===== src/rtl/spi_pkg.sv =====
// Shared types and constants for the SPI target.
// Contents:
//   spi_target_state_t - target FSM states
//   BIT_MSB            - bit counter start value (MSB-first byte)
package spi_pkg;

  typedef enum logic [1:0] {
    StIdle,
    StLoad,
    StShift,
    StNext
  } spi_target_state_t;

  localparam logic [2:0] BIT_MSB = 3'd7;

endpackage


===== src/rtl/spi_target_if.sv =====
// Bus bundle between an SPI target and its surroundings: the SPI pins plus
// the byte-buffer access port.
// Signals:
//   sclk, mosi, cs_n  - SPI pins driven by the controller
//   miso              - SPI data back to the controller
//   data_in           - buffer read data at address (combinational)
//   data_out, wr      - received byte and its one-cycle write strobe
//   address           - byte index within the current frame
//   done, count       - frame-end pulse and whole-byte count of the frame
//   overflow          - frame ran past the buffer (limit build only)
// Modports: master (environment side), slave (spi_target side).
interface spi_target_if #(
  parameter int unsigned MEMORY_SIZE_IN_BYTES = 64
);
  localparam int unsigned AW = (MEMORY_SIZE_IN_BYTES > 1) ? $clog2(MEMORY_SIZE_IN_BYTES) : 1;

  logic          sclk;
  logic          mosi;
  logic          cs_n;
  logic          miso;
  logic [7:0]    data_in;
  logic [7:0]    data_out;
  logic          wr;
  logic [AW-1:0] address;
  logic          done;
  logic [AW:0]   count;
  logic          overflow;

  modport master (
    output sclk, mosi, cs_n, data_in,
    input  miso, data_out, wr, address, done, count, overflow
  );

  modport slave (
    input  sclk, mosi, cs_n, data_in,
    output miso, data_out, wr, address, done, count, overflow
  );

endinterface


===== src/rtl/spi_sync.sv =====
// Two-flop synchronizer with optional registered edge pulses.
// Ports:
//   clk, rst   - system clock, async active-high reset
//   d_i        - asynchronous input
//   q_o        - synchronized level
//   rise_o     - one-cycle pulse on a rising synchronized edge (0 if EdgeEn = 0)
//   fall_o     - one-cycle pulse on a falling synchronized edge (0 if EdgeEn = 0)
// ResetVal should match the idle level of the pin so reset release does not
// fabricate an edge.
module spi_sync #(
  parameter bit EdgeEn   = 1'b1,
  parameter bit ResetVal = 1'b0
) (
  input  logic clk,
  input  logic rst,
  input  logic d_i,
  output logic q_o,
  output logic rise_o,
  output logic fall_o
);

  logic [1:0] sync_q, sync_d;

  always_comb sync_d = {sync_q[0], d_i};

  always_ff @(posedge clk or posedge rst) begin
    if (rst) begin
      sync_q <= {2{ResetVal}};
    end else begin
      sync_q <= sync_d;
    end
  end

  assign q_o = sync_q[1];

  if (EdgeEn) begin : g_edge
    logic prev_q, prev_d;
    logic rise_q, rise_d;
    logic fall_q, fall_d;

    always_comb begin
      prev_d = sync_q[1];
      rise_d = sync_q[1] & ~prev_q;
      fall_d = ~sync_q[1] & prev_q;
    end

    always_ff @(posedge clk or posedge rst) begin
      if (rst) begin
        prev_q <= ResetVal;
        rise_q <= 1'b0;
        fall_q <= 1'b0;
      end else begin
        prev_q <= prev_d;
        rise_q <= rise_d;
        fall_q <= fall_d;
      end
    end

    assign rise_o = rise_q;
    assign fall_o = fall_q;
  end else begin : g_no_edge
    assign rise_o = 1'b0;
    assign fall_o = 1'b0;
  end

endmodule


===== src/rtl/spi_target.sv =====
// SPI mode-0 target running on the system clock. sclk, mosi and cs_n are
// oversampled; every received byte is written to a byte buffer while the
// buffer byte at the same index is shifted back out on miso.
// Ports:
//   clk, rst - system clock, async active-high reset
//   bus      - spi_target_if.slave (SPI pins, buffer port, frame status)
// Build option: SPI_TARGET_LIMIT_EN - stop writing once a frame has filled
// the buffer, saturate address, send 0xFF and flag overflow until the next
// frame starts. Without it address wraps and overflow stays 0.
module spi_target
  import spi_pkg::*;
#(
  parameter int unsigned MEMORY_SIZE_IN_BYTES = 64
) (
  input logic         clk,
  input logic         rst,
  spi_target_if.slave bus
);

  localparam int unsigned AW = (MEMORY_SIZE_IN_BYTES > 1) ? $clog2(MEMORY_SIZE_IN_BYTES) : 1;
  localparam logic [AW-1:0] LastAddr = AW'(MEMORY_SIZE_IN_BYTES - 1);

  // Synchronized pins and event pulses
  logic sclk_lvl, sclk_rise, sclk_fall;
  logic cs_lvl, cs_rise, cs_fall;
  logic mosi_s, mosi_rise, mosi_fall;
  logic unused_sync;

  spi_sync #(.EdgeEn(1'b1), .ResetVal(1'b0)) u_sclk_sync (
    .clk   (clk),
    .rst   (rst),
    .d_i   (bus.sclk),
    .q_o   (sclk_lvl),
    .rise_o(sclk_rise),
    .fall_o(sclk_fall)
  );

  spi_sync #(.EdgeEn(1'b0), .ResetVal(1'b0)) u_mosi_sync (
    .clk   (clk),
    .rst   (rst),
    .d_i   (bus.mosi),
    .q_o   (mosi_s),
    .rise_o(mosi_rise),
    .fall_o(mosi_fall)
  );

  spi_sync #(.EdgeEn(1'b1), .ResetVal(1'b1)) u_cs_sync (
    .clk   (clk),
    .rst   (rst),
    .d_i   (bus.cs_n),
    .q_o   (cs_lvl),
    .rise_o(cs_rise),
    .fall_o(cs_fall)
  );

  assign unused_sync = ^{sclk_lvl, cs_lvl, mosi_rise, mosi_fall};

  // State
  spi_target_state_t state_q, state_d;
  logic [2:0]        bit_cnt_q, bit_cnt_d;
  logic [7:0]        tx_byte_q, tx_byte_d;
  logic [7:0]        rx_sr_q, rx_sr_d;
  logic              miso_q, miso_d;
  logic [7:0]        data_out_q, data_out_d;
  logic              wr_q, wr_d;
  logic [AW-1:0]     address_q, address_d;
  logic              done_q, done_d;
  logic [AW:0]       count_q, count_d;
  logic              overflow_q, overflow_d;

  logic          wr_allow;
  logic [7:0]    load_byte;
  logic [AW-1:0] address_next;
  logic [AW:0]   count_inc;

  assign count_inc = (&count_q) ? count_q : count_q + 1'b1;

  // count_q holds the number of bytes already finished in this frame, i.e.
  // the index of the byte currently being loaded or shifted.
`ifdef SPI_TARGET_LIMIT_EN
  localparam logic [AW:0] MemBytes = (AW + 1)'(MEMORY_SIZE_IN_BYTES);

  assign wr_allow     = (count_q < MemBytes);
  assign load_byte    = (count_q < MemBytes) ? bus.data_in : 8'hFF;
  assign address_next = (address_q == LastAddr) ? address_q : address_q + 1'b1;
`else
  assign wr_allow     = 1'b1;
  assign load_byte    = bus.data_in;
  assign address_next = (address_q == LastAddr) ? '0 : address_q + 1'b1;
`endif

  always_comb begin
    state_d    = state_q;
    bit_cnt_d  = bit_cnt_q;
    tx_byte_d  = tx_byte_q;
    rx_sr_d    = rx_sr_q;
    miso_d     = miso_q;
    data_out_d = data_out_q;
    wr_d       = 1'b0;
    address_d  = address_q;
    done_d     = 1'b0;
    count_d    = count_q;
    overflow_d = overflow_q;

    unique case (state_q)
      StIdle: begin
        miso_d = 1'b0;
        if (cs_fall) begin
          address_d  = '0;
          bit_cnt_d  = BIT_MSB;
          count_d    = '0;
          overflow_d = 1'b0;
          state_d    = StLoad;
        end
      end
      StLoad: begin
        tx_byte_d = load_byte;
        miso_d    = load_byte[7];
        state_d   = StShift;
      end
      StShift: begin
        if (sclk_rise) begin
          rx_sr_d   = {rx_sr_q[6:0], mosi_s};
          bit_cnt_d = bit_cnt_q - 3'd1;
          if (bit_cnt_q == 3'd0) begin
            data_out_d = {rx_sr_q[6:0], mosi_s};
            bit_cnt_d  = BIT_MSB;
            wr_d       = wr_allow;
            if (!wr_allow) begin
              overflow_d = 1'b1;
            end
            state_d = StNext;
          end
        end else if (sclk_fall && bit_cnt_q != BIT_MSB) begin
          // The MSB was already driven in StLoad; later bits follow each fall.
          miso_d = tx_byte_q[bit_cnt_q];
        end
      end
      StNext: begin
        count_d   = count_inc;
        address_d = address_next;
        state_d   = StLoad;
      end
      default: state_d = StIdle;
    endcase

    // Frame end overrides everything; a byte finishing in StNext keeps its
    // write (wr_q is already high) and its count increment.
    if (state_q != StIdle && cs_rise) begin
      state_d   = StIdle;
      bit_cnt_d = BIT_MSB;
      miso_d    = 1'b0;
      wr_d      = 1'b0;
      done_d    = 1'b1;
    end
  end

  always_ff @(posedge clk or posedge rst) begin
    if (rst) begin
      state_q    <= StIdle;
      bit_cnt_q  <= BIT_MSB;
      tx_byte_q  <= 8'h00;
      rx_sr_q    <= 8'h00;
      miso_q     <= 1'b0;
      data_out_q <= 8'h00;
      wr_q       <= 1'b0;
      address_q  <= '0;
      done_q     <= 1'b0;
      count_q    <= '0;
      overflow_q <= 1'b0;
    end else begin
      state_q    <= state_d;
      bit_cnt_q  <= bit_cnt_d;
      tx_byte_q  <= tx_byte_d;
      rx_sr_q    <= rx_sr_d;
      miso_q     <= miso_d;
      data_out_q <= data_out_d;
      wr_q       <= wr_d;
      address_q  <= address_d;
      done_q     <= done_d;
      count_q    <= count_d;
      overflow_q <= overflow_d;
    end
  end

  assign bus.miso     = miso_q;
  assign bus.data_out = data_out_q;
  assign bus.wr       = wr_q;
  assign bus.address  = address_q;
  assign bus.done     = done_q;
  assign bus.count    = count_q;
  assign bus.overflow = overflow_q;

endmodule


===== src/flat_wrapper.sv =====
// flat-port wrapper written by rule: the top's interface ports become plain ports
module spi_target_flat import spi_pkg::*;
#(
  parameter int unsigned MEMORY_SIZE_IN_BYTES = 64
)
  (clk, rst, bus_sclk, bus_mosi, bus_cs_n, bus_data_in, bus_miso, bus_data_out, bus_wr, bus_address, bus_done, bus_count, bus_overflow);
  spi_target_if #(.MEMORY_SIZE_IN_BYTES(MEMORY_SIZE_IN_BYTES)) bus_i ();
  input logic clk;
  input logic rst;
  input wire logic [$bits(bus_i.sclk)-1:0] bus_sclk;
  input wire logic [$bits(bus_i.mosi)-1:0] bus_mosi;
  input wire logic [$bits(bus_i.cs_n)-1:0] bus_cs_n;
  input wire logic [$bits(bus_i.data_in)-1:0] bus_data_in;
  output wire logic [$bits(bus_i.miso)-1:0] bus_miso;
  output wire logic [$bits(bus_i.data_out)-1:0] bus_data_out;
  output wire logic [$bits(bus_i.wr)-1:0] bus_wr;
  output wire logic [$bits(bus_i.address)-1:0] bus_address;
  output wire logic [$bits(bus_i.done)-1:0] bus_done;
  output wire logic [$bits(bus_i.count)-1:0] bus_count;
  output wire logic [$bits(bus_i.overflow)-1:0] bus_overflow;
  assign bus_i.sclk = bus_sclk;
  assign bus_i.mosi = bus_mosi;
  assign bus_i.cs_n = bus_cs_n;
  assign bus_i.data_in = bus_data_in;
  assign bus_miso = bus_i.miso;
  assign bus_data_out = bus_i.data_out;
  assign bus_wr = bus_i.wr;
  assign bus_address = bus_i.address;
  assign bus_done = bus_i.done;
  assign bus_count = bus_i.count;
  assign bus_overflow = bus_i.overflow;
  spi_target #(.MEMORY_SIZE_IN_BYTES(MEMORY_SIZE_IN_BYTES)) u_core (.clk(clk), .rst(rst), .bus(bus_i));
endmodule

===== config.mk =====
export PLATFORM = sky130hd
export DESIGN_NAME = spi_target_flat
export DESIGN_NICKNAME = d
export VERILOG_FILES = /design/src/rtl/spi_pkg.sv /design/src/rtl/spi_target_if.sv /design/src/rtl/spi_sync.sv /design/src/rtl/spi_target.sv /design/src/flat_wrapper.sv
export SDC_FILE = /design/constraint.sdc
export NUM_CORES = 1
export LEC_CHECK = 0
export CAP_MARGIN = 20
export CORE_MARGIN = 3
export CORE_UTILIZATION = 53
export DETAILED_ROUTE_END_ITERATION = 16
export PLACE_DENSITY = 0.79
export SETUP_SLACK_MARGIN = 0.3
export SYNTH_ARGS = -nofsm -noshare
export SYNTH_HDL_FRONTEND = slang
export SYNTH_SLANG_ARGS = --single-unit
export TNS_END_PERCENT = 5

===== constraint.sdc =====
create_clock -name clk -period 6 [get_ports clk]
set_input_delay 1.8 -clock clk [delete_from_list [all_inputs] [get_ports clk]]
set_output_delay 1.8 -clock clk [all_outputs]
set_load 0.01 [all_outputs]

-- Yosys cells after proc, flatten, opt, wreduce, memory -nomap -nowiden
Index checks and enable logic that the tools add are counted.
- output and inout bits: 25
- register bits after elaboration: 56
- bitwise gates (word level): 8
- muxes and demuxes: 27
- equality and inequality tests: 12
- reduce and logical (&&, ||, !) cells: 16
- order comparisons: 1
- add/subtract/negate cells: 3
- operators with widths (operator ; count):
    AND reduction 3 bit ; 5
    2-to-1 mux 7 bit ; 2
    one-hot mux 7 bit (2 select lines) ; 1
    2-to-1 mux 3 bit ; 4
    2-to-1 mux 6 bit ; 2
    one-hot mux 6 bit (2 select lines) ; 1
    2-to-1 mux 1 bit ; 9
    inequality test 3 x 2 -> 1 bit, second input constant ; 3
    2-to-1 mux 2 bit ; 4
    one-hot mux 2 bit (4 select lines) ; 1
    adder 7 x 1 -> 7 bit, second input constant ; 1
    AND reduction 7 bit ; 1
    adder 6 x 1 -> 6 bit, second input constant ; 1
    equality test 6 bit, second input constant ; 1
    inequality test 3 x 1 -> 1 bit, second input constant ; 2
    one-hot mux 3 bit (2 select lines) ; 1
    bitwise AND 1 bit ; 4
    equality test 2 bit, second input constant ; 2
    < comparator 3 x 4 -> 1 bit, second input constant ; 1
    inequality test 2 bit, second input constant ; 2
    NOT 1 bit ; 4
    AND reduction 2 bit ; 2
    nonzero test 2 bit ; 2
    nonzero test 4 bit ; 1
    9 further kinds ; 10

-- Depth between registers and ports, before layout
Gate-level depths: netlist of the first run.
- depth after elaboration: 6
- depth in mapped cells: 7
- gate-level depth less buffers: 7

-- Cells and area by module
Synthesis of the first run repeated with hierarchy kept, for this count alone.
- cells, all modules: 212
- area, all modules: 2537.4 µm²
- modules (own cells, without submodules) (module ; times used ; sequential area each (µm²) ; area each (µm²) ; cells each):
    spi_target ; 1 ; 1104.8 ; 2173.3 ; 190
    spi_sync at u_core.u_cs_sync ; 1 ; 128.9 ; 147.6 ; 8
    spi_sync at u_core.u_sclk_sync ; 1 ; 125.1 ; 143.9 ; 8
    spi_sync at u_core.u_mosi_sync ; 1 ; 50.0 ; 72.6 ; 6

-- Worst setup path before layout of the first run
OpenSTA, ideal clock, no wires.
- path kind: input-to-reg
- start point: input bus_data_in[7]
- end point: register u_core.miso_q (netlist: u_core.bus.miso)
- slack: 3.633 ns
- buffers on the path: 0
- stages on the path: 3
- arrival time: 2.241 ns
- library setup time: 0.127 ns
- cell sequence: and3_1 a211oi_1 o22ai_1
- longest elaborated chain between the ends: 2
- ends and longest elaborated chain (element ; line ; text):
    from (decl) ; flat_wrapper.sv:13 ; input wire logic [$bits(bus_i.data_in)-1:0] bus_data_in;
    one-hot mux 1 bit (3 select lines) ; spi_target.sv:105 ; unique case (state_q)
    2-to-1 mux 1 bit ; spi_target.sv:149 ; if (state_q != StIdle && cs_rise) begin
    to (signal assigned) ; spi_target.sv:176 ; miso_q <= miso_d;
    to (decl) ; spi_target.sv:63 ; logic miso_q, miso_d;
Every way passes these cells.
A chain may end at the register's enable or synchronous reset.

-- Worst setup path in the final report of the first run
- start point: register u_core.count_q[4] (netlist: u_core.bus.count[4])
- end point: output bus_count[4]
- RTL lines (element ; line ; text):
    from (decl) ; spi_target.sv:68 ; logic [AW:0] count_q, count_d;
    from (signal assigned) ; spi_target.sv:181 ; count_q <= count_d;
    to (decl) ; flat_wrapper.sv:19 ; output wire logic [$bits(bus_i.count)-1:0] bus_count;
No word-level cell between the ends.

==> results.sh, run 1 <==
export IMPL_status="finished clean"
export IMPL_worst_slew_pin_slew_ps=667
export IMPL_grt_max_degree=57
export IMPL_hold_path_class="register to register"
export IMPL_routedWlPerCell_um=13.3
export IMPL_min_delay_start="u_core.u_sclk_sync.sync_q[0]"
export IMPL_clk_path_buf_depth=2
export IMPL_p_leak_nw=1.35
export IMPL_max_stage_delay_ps=570
export IMPL_crit_path_max_fanout=6
export IMPL_placed_area_um2=2860
export IMPL_initial_utilization_pct=55.6
export IMPL_cts_tree="done"
export IMPL_yosys_area_top_type="dfrtp_1"
export IMPL_p_per_area_nw_per_um2=366
export IMPL_rsz0062_at_grt="no"
export IMPL_syn_inst=201
export IMPL_gr_usage_met1_pct=19.9
export IMPL_drt_wl_total_um=3900
export IMPL_num_rows=24
export IMPL_grt_use_met2_pct=27.7
export IMPL_grt_first_pass_wirelength_um=6840
export IMPL_post_cts_buffers=0
export IMPL_syn_area_um2=2450
export IMPL_first_pass_iters=4
export IMPL_place_hpwl_um=2860
export IMPL_clock_sinks=56
export IMPL_relSlewSlack_pct=55.5
export IMPL_startpoint="u_core.bus.count[4]"
export IMPL_drt_iter0_markers=36
export IMPL_clock_latency_ps=300
export IMPL_coreArea_um2=4410
export IMPL_worst_clock_skew_ps=7.93
export IMPL_timing_final_crit_share_pct=51.9
export IMPL_synth_edf_count=0
export IMPL_place_congestion=0.808
export IMPL_synth_top_area_share_pct=51.0
export IMPL_die_h_um=74.1
export IMPL_die_w_um=74.1
export IMPL_antenna_found_initial=0
export IMPL_grt_util_all_layers_pct=15.9
export IMPL_syn2layout_area_growth_pct=20.3
export IMPL_cp_required_ps=4200
export IMPL_drtAntennaViolNets=0
export IMPL_crit_buf_inv=1
export IMPL_synth_area_per_cell_um2=12.2
export IMPL_synthDistinctLibCells=40
export IMPL_drive_gt1_share_pct=17.4
export IMPL_synth_seq_cells=56
export IMPL_hold_viol_final=0
export IMPL_synthFlopType="dfrtp_1"
export IMPL_p_total_mw=1.08
export IMPL_start_kind="register"
export IMPL_max_cap_violations=0
export IMPL_cp_cell_sequence="clkdlybuf4s50_1"
export IMPL_cts_resized=0
export IMPL_syn_num_nets=223
export IMPL_fin_setup_tns_ps=0
export IMPL_die_area_um2=5480
export IMPL_vias_per_cell=5.49
export IMPL_yosysSeqAreaShare_pct=57.4
export IMPL_yosys_top_cells_area="dfrtp_1 51%, mux2_2 11%, dfstp_2 6.4%"
export IMPL_critical_path_class="register to primary output"
export IMPL_cts_root_buf="clkbuf_8"
export IMPL_clk_transition_reported_paths_ps=90
export IMPL_end_kind="primary output"
export IMPL_ir_worst_vdd_v=0.000285
export IMPL_fin_cells=293
export IMPL_cts_made_buffers=5
export IMPL_drc=0
export IMPL_setup_violations_final=0
export IMPL_place_inst=285
export IMPL_io_pins=38
export IMPL_nNetsFinal=262
export IMPL_maxSlewViolCount=0
export IMPL_postCtsHoldBufs=0
export IMPL_antenna_cells=0
export IMPL_r2r_start="u_core.state_q[0]"
export IMPL_slowest_stage="clkdlybuf4s50_1"
export IMPL_fmax_ghz=0.321
export IMPL_grt_pass1_vias=1554
export IMPL_portBuffers=36
export IMPL_critical_path_top_delay_family="buffers and inverters"
export IMPL_vias=1608
export IMPL_htreeDepth=2
export IMPL_yosys_warnings=0
export IMPL_synthArstFlopShare_pct=100
export IMPL_grt_util_met3_pct=4.05
export IMPL_cp_arrival_ps=1310
export IMPL_fin_area_um2=2950
export IMPL_grt_overflow=0
export IMPL_gr_max_usage_layer="met2"
export IMPL_fin_crit_ps=3110
-- synthesized netlist by cell type (2+ instances only) --
cell type / count
a21o_1: 2
a21oi_1: 2
a31oi_1: 3
and2_1: 2
and3_1: 3
clkbuf_1: 3
dfrtp_1: 50
dfstp_2: 6
ha_1: 9
inv_1: 8
mux2_2: 23
mux2i_1: 6
nand2_1: 19
nand2b_1: 3
nand3_1: 7
nand4_1: 3
nor2_1: 5
nor2b_1: 6
nor3_1: 2
nor3b_1: 2
o21a_1: 3
o21ai_0: 13
o31ai_1: 4
-- flip-flops by register name (all words and copies together), names as in the netlist, 3 cells and up --
| register | flops |
|---|---|
| u_core.bit_cnt_q | 3 |
| u_core.bus.address | 6 |
| u_core.bus.count | 7 |
| u_core.bus.data_out | 8 |
| u_core.rx_sr_q | 7 |
| u_core.tx_byte_q | 8 |
-- through the flow --
stage	hold slack [ps]	setup slack (ps)	util (%)
3_3_place_gp	332	3180	64.9
4_1_cts	360	2860	66.9
6_report	355	2890	66.9
3_5_place_dp	339	3150	64.9
2_1_floorplan	331	2840	-
5_1_grt	366	2820	66.9
-- kinds of logic after synthesis --
logic type | synth area share (%)
muxes | 14.5
buffers and inverters | 2.19
and+or+nand+nor | 11.3
DFF | 57.4
other | 0.153
adders and majority gates | 4.59
AOI/OAI and AO/OA | 9.89
-- layout by cell type (no fill, tap or decap), drive strengths merged, types with 3 or more instances in the layout --
| cell | count |
|---|---|
| nor2b | 6 |
| clkdlybuf4s50 | 36 |
| mux2 | 24 |
| dfrtp | 50 |
| o31ai | 4 |
| o21ai | 14 |
| a31oi | 3 |
| mux2i | 6 |
| ha | 9 |
| nand2 | 19 |
| and3 | 3 |
| nor2 | 5 |
| nand4 | 3 |
| dfstp | 6 |
| nand3 | 7 |
| inv | 8 |
| clkbuf | 6 |
| o21a | 3 |
| nand2b | 3 |
-- area by class of cell --
cell class / instances / area (um^2)
fill: 355 / 1460
sequential: 56 / 1410
multi-input combinational: 132 / 992
timing repair buffer: 37 / 368
clock buffer: 6 / 72.6
tap: 52 / 65.1
inverter: 8 / 30.0
clock inverter: 2 / 16.3
-- layer usage --
| layer | vias to the layer above | part of all wire, % |
|---|---|---|
| li1 | 790 | - |
| met1 | 779 | 45 |
| met2 | 34 | 50 |
| met3 | 5 | 4.6 |
| met4 | 0 | 0.97 |
| met5 | - | 0 |
-- path summary, 6_finish.rpt --
| path | slack, ps | depth (start not counted) | endpoint |
|---|---|---|---|
| worst max-delay path | 2890 | 1 | bus_count[4] |
| worst min-delay path | 360 | 0 | u_core.u_sclk_sync.sync_q[1] |
| worst max register to register | 3990 | 6 | u_core.bit_cnt_q[2] |
| worst min register to register | 360 | 0 | u_core.u_sclk_sync.sync_q[1] |
| max in group asynchronous | 3570 | 3 | u_core.bus.done |
| min in group asynchronous | 1980 | 3 | u_core.bus.count[0] |
-- power breakdown --
group	total (mW)	switching, mW	internal, mW	leakage, nW
Combinational	0.363	0.178	0.185	0.595
Clock	0.199	0.116	0.0832	0.0414
Sequential	0.518	0.0611	0.457	0.714
Total	1.08	0.355	0.725	1.35
(Power assumes the default switching activity.)
==> run 2: changes to the inputs <==
clock period = 3.1 ns   (was 6 ns; I/O delays follow)
==> run 2 against run 1 <==
Compared with the run above: global-route usage is 1.7 points higher; routed wire length increased by 11%; largest cell class unchanged; cell area grew 0.51%; core utilization increased by 0.34 points; worst hold slack better by 6.5 ps.
==> results.sh, run 2 (synthesis gave the netlist of run 1 again) <==
export IMPL_status="finished clean"
export IMPL_fmax_ghz=0.444
export IMPL_vias=1662
export IMPL_clk_transition_reported_paths_ps=100
export IMPL_clk_path_buf_depth=2
export IMPL_vias_per_cell=5.67
export IMPL_rrSetupSlack_ps=1040
export IMPL_max_cap_violations=0
export IMPL_drc=0
export IMPL_cts_tree="done"
export IMPL_multi_input_area_um2=992
export IMPL_fillCellCount=335
export IMPL_drtAntennaViolNets=0
export IMPL_grt_util_all_layers_pct=17.5
export IMPL_place_hpwl_um=3180
export IMPL_grt_overflow=0
export IMPL_end_kind="primary output"
export IMPL_start_kind="register"
export IMPL_routedWlPerCell_um=14.8
export IMPL_ir_worst_vdd_v=0.000464
export IMPL_timing_final_crit_share_pct=72.6
export IMPL_cts_resized=0
export IMPL_post_route_util_pct=67.2
export IMPL_setup_violations_final=0
export IMPL_antenna_found_initial=0
export IMPL_initial_utilization_pct=55.6
export IMPL_syn2layout_area_growth_pct=20.9
export IMPL_layout_common_cells="50 x dfrtp_1, 36 x clkdlybuf4s50_1, 23 x mux2_2"
export IMPL_place_worst_setup_slack_ps=1060
export IMPL_hold_viol_final=0
export IMPL_post_cts_buffers=0
export IMPL_postCtsHoldBufs=0
export IMPL_antenna_cells=0
export IMPL_cp_arrival_ps=1320
export IMPL_die_h_um=74.1
export IMPL_setup_ws_ps=850
export IMPL_max_stage_delay_ps=570
export IMPL_slowest_stage="clkdlybuf4s50_1"
export IMPL_crit_buf_inv=1
export IMPL_fin_crit_ps=2250
export IMPL_place_congestion=0.793
export IMPL_final_common_cell="dfrtp_1"
export IMPL_htreeDepth=2
export IMPL_hold_path_class="register to register"
export IMPL_worst_slew_pin_slew_ps=533
export IMPL_first_pass_iters=4
export IMPL_portBuffers=36
export IMPL_drt_iter0_markers=105
export IMPL_cp_cell_sequence="clkdlybuf4s50_1"
export IMPL_io_pins=38
export IMPL_critical_path_top_delay_family="buffers and inverters"
export IMPL_drt_wl_total_um=4340
export IMPL_nNetsFinal=262
export IMPL_relSlewSlack_pct=64.4
export IMPL_hold_ws_ps=362
export IMPL_worst_clock_skew_ps=5.91
export IMPL_rsz0062_at_grt="no"
export IMPL_drive_gt1_share_pct=17.8
export IMPL_cp_required_ps=2170
export IMPL_clock_latency_ps=310
export IMPL_clock_sinks=56
export IMPL_crit_path_max_fanout=6
export IMPL_p_per_area_nw_per_um2=715
export IMPL_maxSlewViolCount=0
export IMPL_die_w_um=74.1
export IMPL_p_leak_nw=1.36
export IMPL_grt_pass1_vias=1598
export IMPL_critical_path_class="register to primary output"
export IMPL_cts_root_buf="clkbuf_8"
export IMPL_fin_setup_tns_ps=0
export IMPL_grt_max_degree=35
export IMPL_grt_first_pass_wirelength_um=7290
export IMPL_seq_area_um2=1410
export IMPL_die_area_um2=5480
export IMPL_num_rows=24
export IMPL_coreArea_um2=4410
export IMPL_cts_made_buffers=5
==> run 2: cell types whose count changed in the layout (fill, tap and decap cells not counted) <==
| cell | before | now |
|---|---|---|
| clkbuf_1 | 1 | 0 |
| clkinvlp_4 | 1 | 0 |
| buf_12 | 0 | 1 |
| inv_6 | 0 | 1 |
| buf_4 | 1 | 0 |
| clkinv_2 | 0 | 1 |
==> run 2: per-stage QoR <==
step / power [mW] / instances / cell area, um^2
floorplan: 1.52 / 201 / 2450
global placement: 1.71 / 285 / 2880
detailed placement: 1.74 / 285 / 2880
CTS: 2.14 / 293 / 2970
global route: 2.27 / 293 / 2970
finish: 2.12 / 293 / 2970
==> run 2: routing by layer <==
metal | GRT usage (%) | routed length (um)
met5 | 0 | 0
met4 | 6.64 | 55
met3 | 3.24 | 190
met2 | 30.5 | 2240
met1 | 21.7 | 1860
==> run 2: cell type report <==
class	count	share of cell area (%)
clock inverter	3	0.759
tap	52	2.19
inverter	8	1.01
sequential	56	47.5
clock buffer	5	2.32
timing repair buffer	37	12.8
multi-input combinational	132	33.4
==> run 2: final timing paths <==
kind / cells past startpoint / from / end
worst max-delay path: 1 / u_core.bus.count[4] / bus_count[4]
max in group asynchronous: 3 / rst / u_core.bit_cnt_q[1]
worst max register to register: 6 / u_core.state_q[0] / u_core.bit_cnt_q[2]
worst min-delay path: 0 / u_core.u_cs_sync.sync_q[0] / u_core.u_cs_sync.sync_q[1]
worst min register to register: 0 / u_core.u_cs_sync.sync_q[0] / u_core.u_cs_sync.sync_q[1]
min in group asynchronous: 2 / rst / u_core.bus.address[1]
==> run 2: report_power, final <==
part	internal, mW	total, mW	switching, mW
Combinational	0.361	0.719	0.358
Sequential	0.884	1.00	0.121
Clock	0.162	0.398	0.236
Total	1.41	2.12	0.714
==> run 3: changes to the inputs <==
CORE_UTILIZATION = 48   (was 53)
PLACE_DENSITY = 0.75   (was 0.79)
clock period = 2 ns   (was 3.1 ns; I/O delays follow)
==> run 3 against run 2 <==
Compared with the run above: critical endpoint is now bus_data_out[7]; worst setup slack lost 700 ps; clock power is 61% higher; sequential share of layout area decreased by 3.4 points; die area increased by 9.6%.
==> results.sh, run 3 (synthesis gave the netlist of run 1 again) <==
export IMPL_status="finished clean"
export IMPL_max_stage_delay_ps=560
export IMPL_clk_transition_reported_paths_ps=100
export IMPL_drt_wl_total_um=4300
export IMPL_rsz0062_at_grt="yes"
export IMPL_place_congestion=0.841
export IMPL_fin_crit_ps=1850
export IMPL_cts_made_buffers=5
export IMPL_clk_path_buf_depth=2
export IMPL_clkPwrFrac_pct=18.2
export IMPL_maxSlewViolCount=0
export IMPL_syn2layout_area_growth_pct=30.4
export IMPL_timing_final_crit_share_pct=92.6
export IMPL_pwr_share_comb_pct=38.7
export IMPL_hold_ws_ps=359
export IMPL_drt_iter0_markers=44
export IMPL_critical_path_top_delay_family="buffers and inverters"
export IMPL_p_per_area_nw_per_um2=1100
export IMPL_vias_per_cell=5.20
export IMPL_layout_common_cells="48 x dfrtp_1, 34 x clkdlybuf4s50_1, 23 x mux2_2"
export IMPL_grt_overflow=0
export IMPL_cp_cell_sequence="clkdlybuf4s50_1"
export IMPL_io_pins=38
export IMPL_crit_path_max_fanout=2
export IMPL_end_kind="primary output"
export IMPL_hold_viol_final=0
export IMPL_grt_pass1_vias=1689
export IMPL_drive_gt1_share_pct=27.6
export IMPL_max_cap_violations=0
export IMPL_final_common_cell="dfrtp_1"
export IMPL_fmax_ghz=0.540
export IMPL_worst_clock_skew_ps=6.50
export IMPL_die_area_um2=6010
export IMPL_postCtsHoldBufs=0
export IMPL_antenna_found_initial=0
export IMPL_htreeDepth=2
export IMPL_start_kind="register"
export IMPL_p_leak_nw=1.48
export IMPL_clock_latency_ps=310
export IMPL_nNetsFinal=282
export IMPL_die_h_um=77.5
export IMPL_cts_root_buf="clkbuf_8"
export IMPL_cp_arrival_ps=1250
export IMPL_internal_power_mw=2.35
export IMPL_portBuffers=36
export IMPL_initial_utilization_pct=51.0
export IMPL_cp_required_ps=1400
export IMPL_power_switching_share_pct=33.3
export IMPL_routedWlPerCell_um=13.1
export IMPL_rrSetupSlack_ps=230
export IMPL_die_w_um=77.5
export IMPL_coreArea_um2=4820
export IMPL_switchingPower_mw=1.17
export IMPL_antenna_cells=0
export IMPL_setup_violations_final=0
export IMPL_clock_sinks=56
export IMPL_cts_tree="done"
export IMPL_grt_util_all_layers_pct=15.3
export IMPL_ir_worst_vdd_v=0.000592
export IMPL_hold_path_class="register to register"
export IMPL_crit_buf_inv=1
export IMPL_power_frac_seq_pct=43.1
export IMPL_drtAntennaViolNets=0
export IMPL_slowest_stage="clkdlybuf4s50_1"
export IMPL_place_hpwl_um=3100
export IMPL_first_pass_iters=5
export IMPL_grt_max_degree=34
export IMPL_num_rows=25
export IMPL_drc=0
export IMPL_fin_setup_tns_ps=0
export IMPL_vias=1707
export IMPL_grt_first_pass_wirelength_um=7410
export IMPL_critical_path_class="register to primary output"
[run 3: changes by cell type in the layout (fill, tap and decap cells not counted), moves of 2 or more]
cell,delta
ha_4,+2
inv_1,-2
dfrtp_1,-2
ha_1,-2
clkdlybuf4s50_1,-2
clkinvlp_4,+2
dfrtp_2,+2
buf_4,+20
[run 3: cell type report]
cell class,count,area (um^2)
clock buffer,5,68.8
clock inverter,3,27.5
fill,391,1620
inverter,8,33.8
multi-input combinational,132,1040
sequential,56,1410
tap,67,83.8
timing repair buffer,57,532
[run 3: through the flow]
step | worst slack [ps] | area [um^2] | instances | power, mW | util, %
floorplan | 81.2 | 2460 | 201 | 2.36 | -
global placement | 183 | 2940 | 306 | 2.69 | 61.1
CTS | 124 | 3130 | 325 | 3.43 | 64.9
finish | 147 | 3200 | 328 | 3.52 | 66.5
global route | 93.4 | 3200 | 328 | 3.80 | 66.5
detailed placement | 92.5 | 2940 | 306 | 2.73 | 61.1
[run 3: path summary, 6_finish.rpt]
path,startpoint,to,cells past startpoint
worst max-delay path,u_core.bus.data_out[7],bus_data_out[7],1
worst min-delay path,u_core.u_sclk_sync.sync_q[0],u_core.u_sclk_sync.sync_q[1],0
worst max register to register,u_core.state_q[1],u_core.bus.count[5],6
worst min register to register,u_core.u_sclk_sync.sync_q[0],u_core.u_sclk_sync.sync_q[1],0
max in group asynchronous,rst,u_core.u_cs_sync.g_edge.prev_q,3
min in group asynchronous,rst,u_core.bus.data_out[5],2
[run 3: power by group through the flow]
stage | Sequential [mW] | Combinational, mW | Clock (mW)
finish | 1.52 | 1.36 | 0.641
global route | 1.56 | 1.54 | 0.707
CTS | 1.53 | 1.24 | 0.661
detailed placement | 1.58 | 1.15 | 0
global placement | 1.57 | 1.12 | 0
floorplan | 1.54 | 0.813 | 0
[run 3: metal layers]
metal | vias to the layer above | share of wire, % | track usage, %
li1 | 830 | - | -
met1 | 830 | 44 | 19.1
met2 | 38 | 49 | 25.1
met3 | 9 | 4.7 | 4.06
met4 | 0 | 1.7 | 6.41
met5 | - | 0 | 0
[run 3: what timing repair did]
item / CTS / global route
gates cloned: 0 / 0
buffers inserted: 11 / 3
endpoints found under the setup margin: 39 / 43
gates resized for setup: 3 / 11
pin swaps: 0 / 0
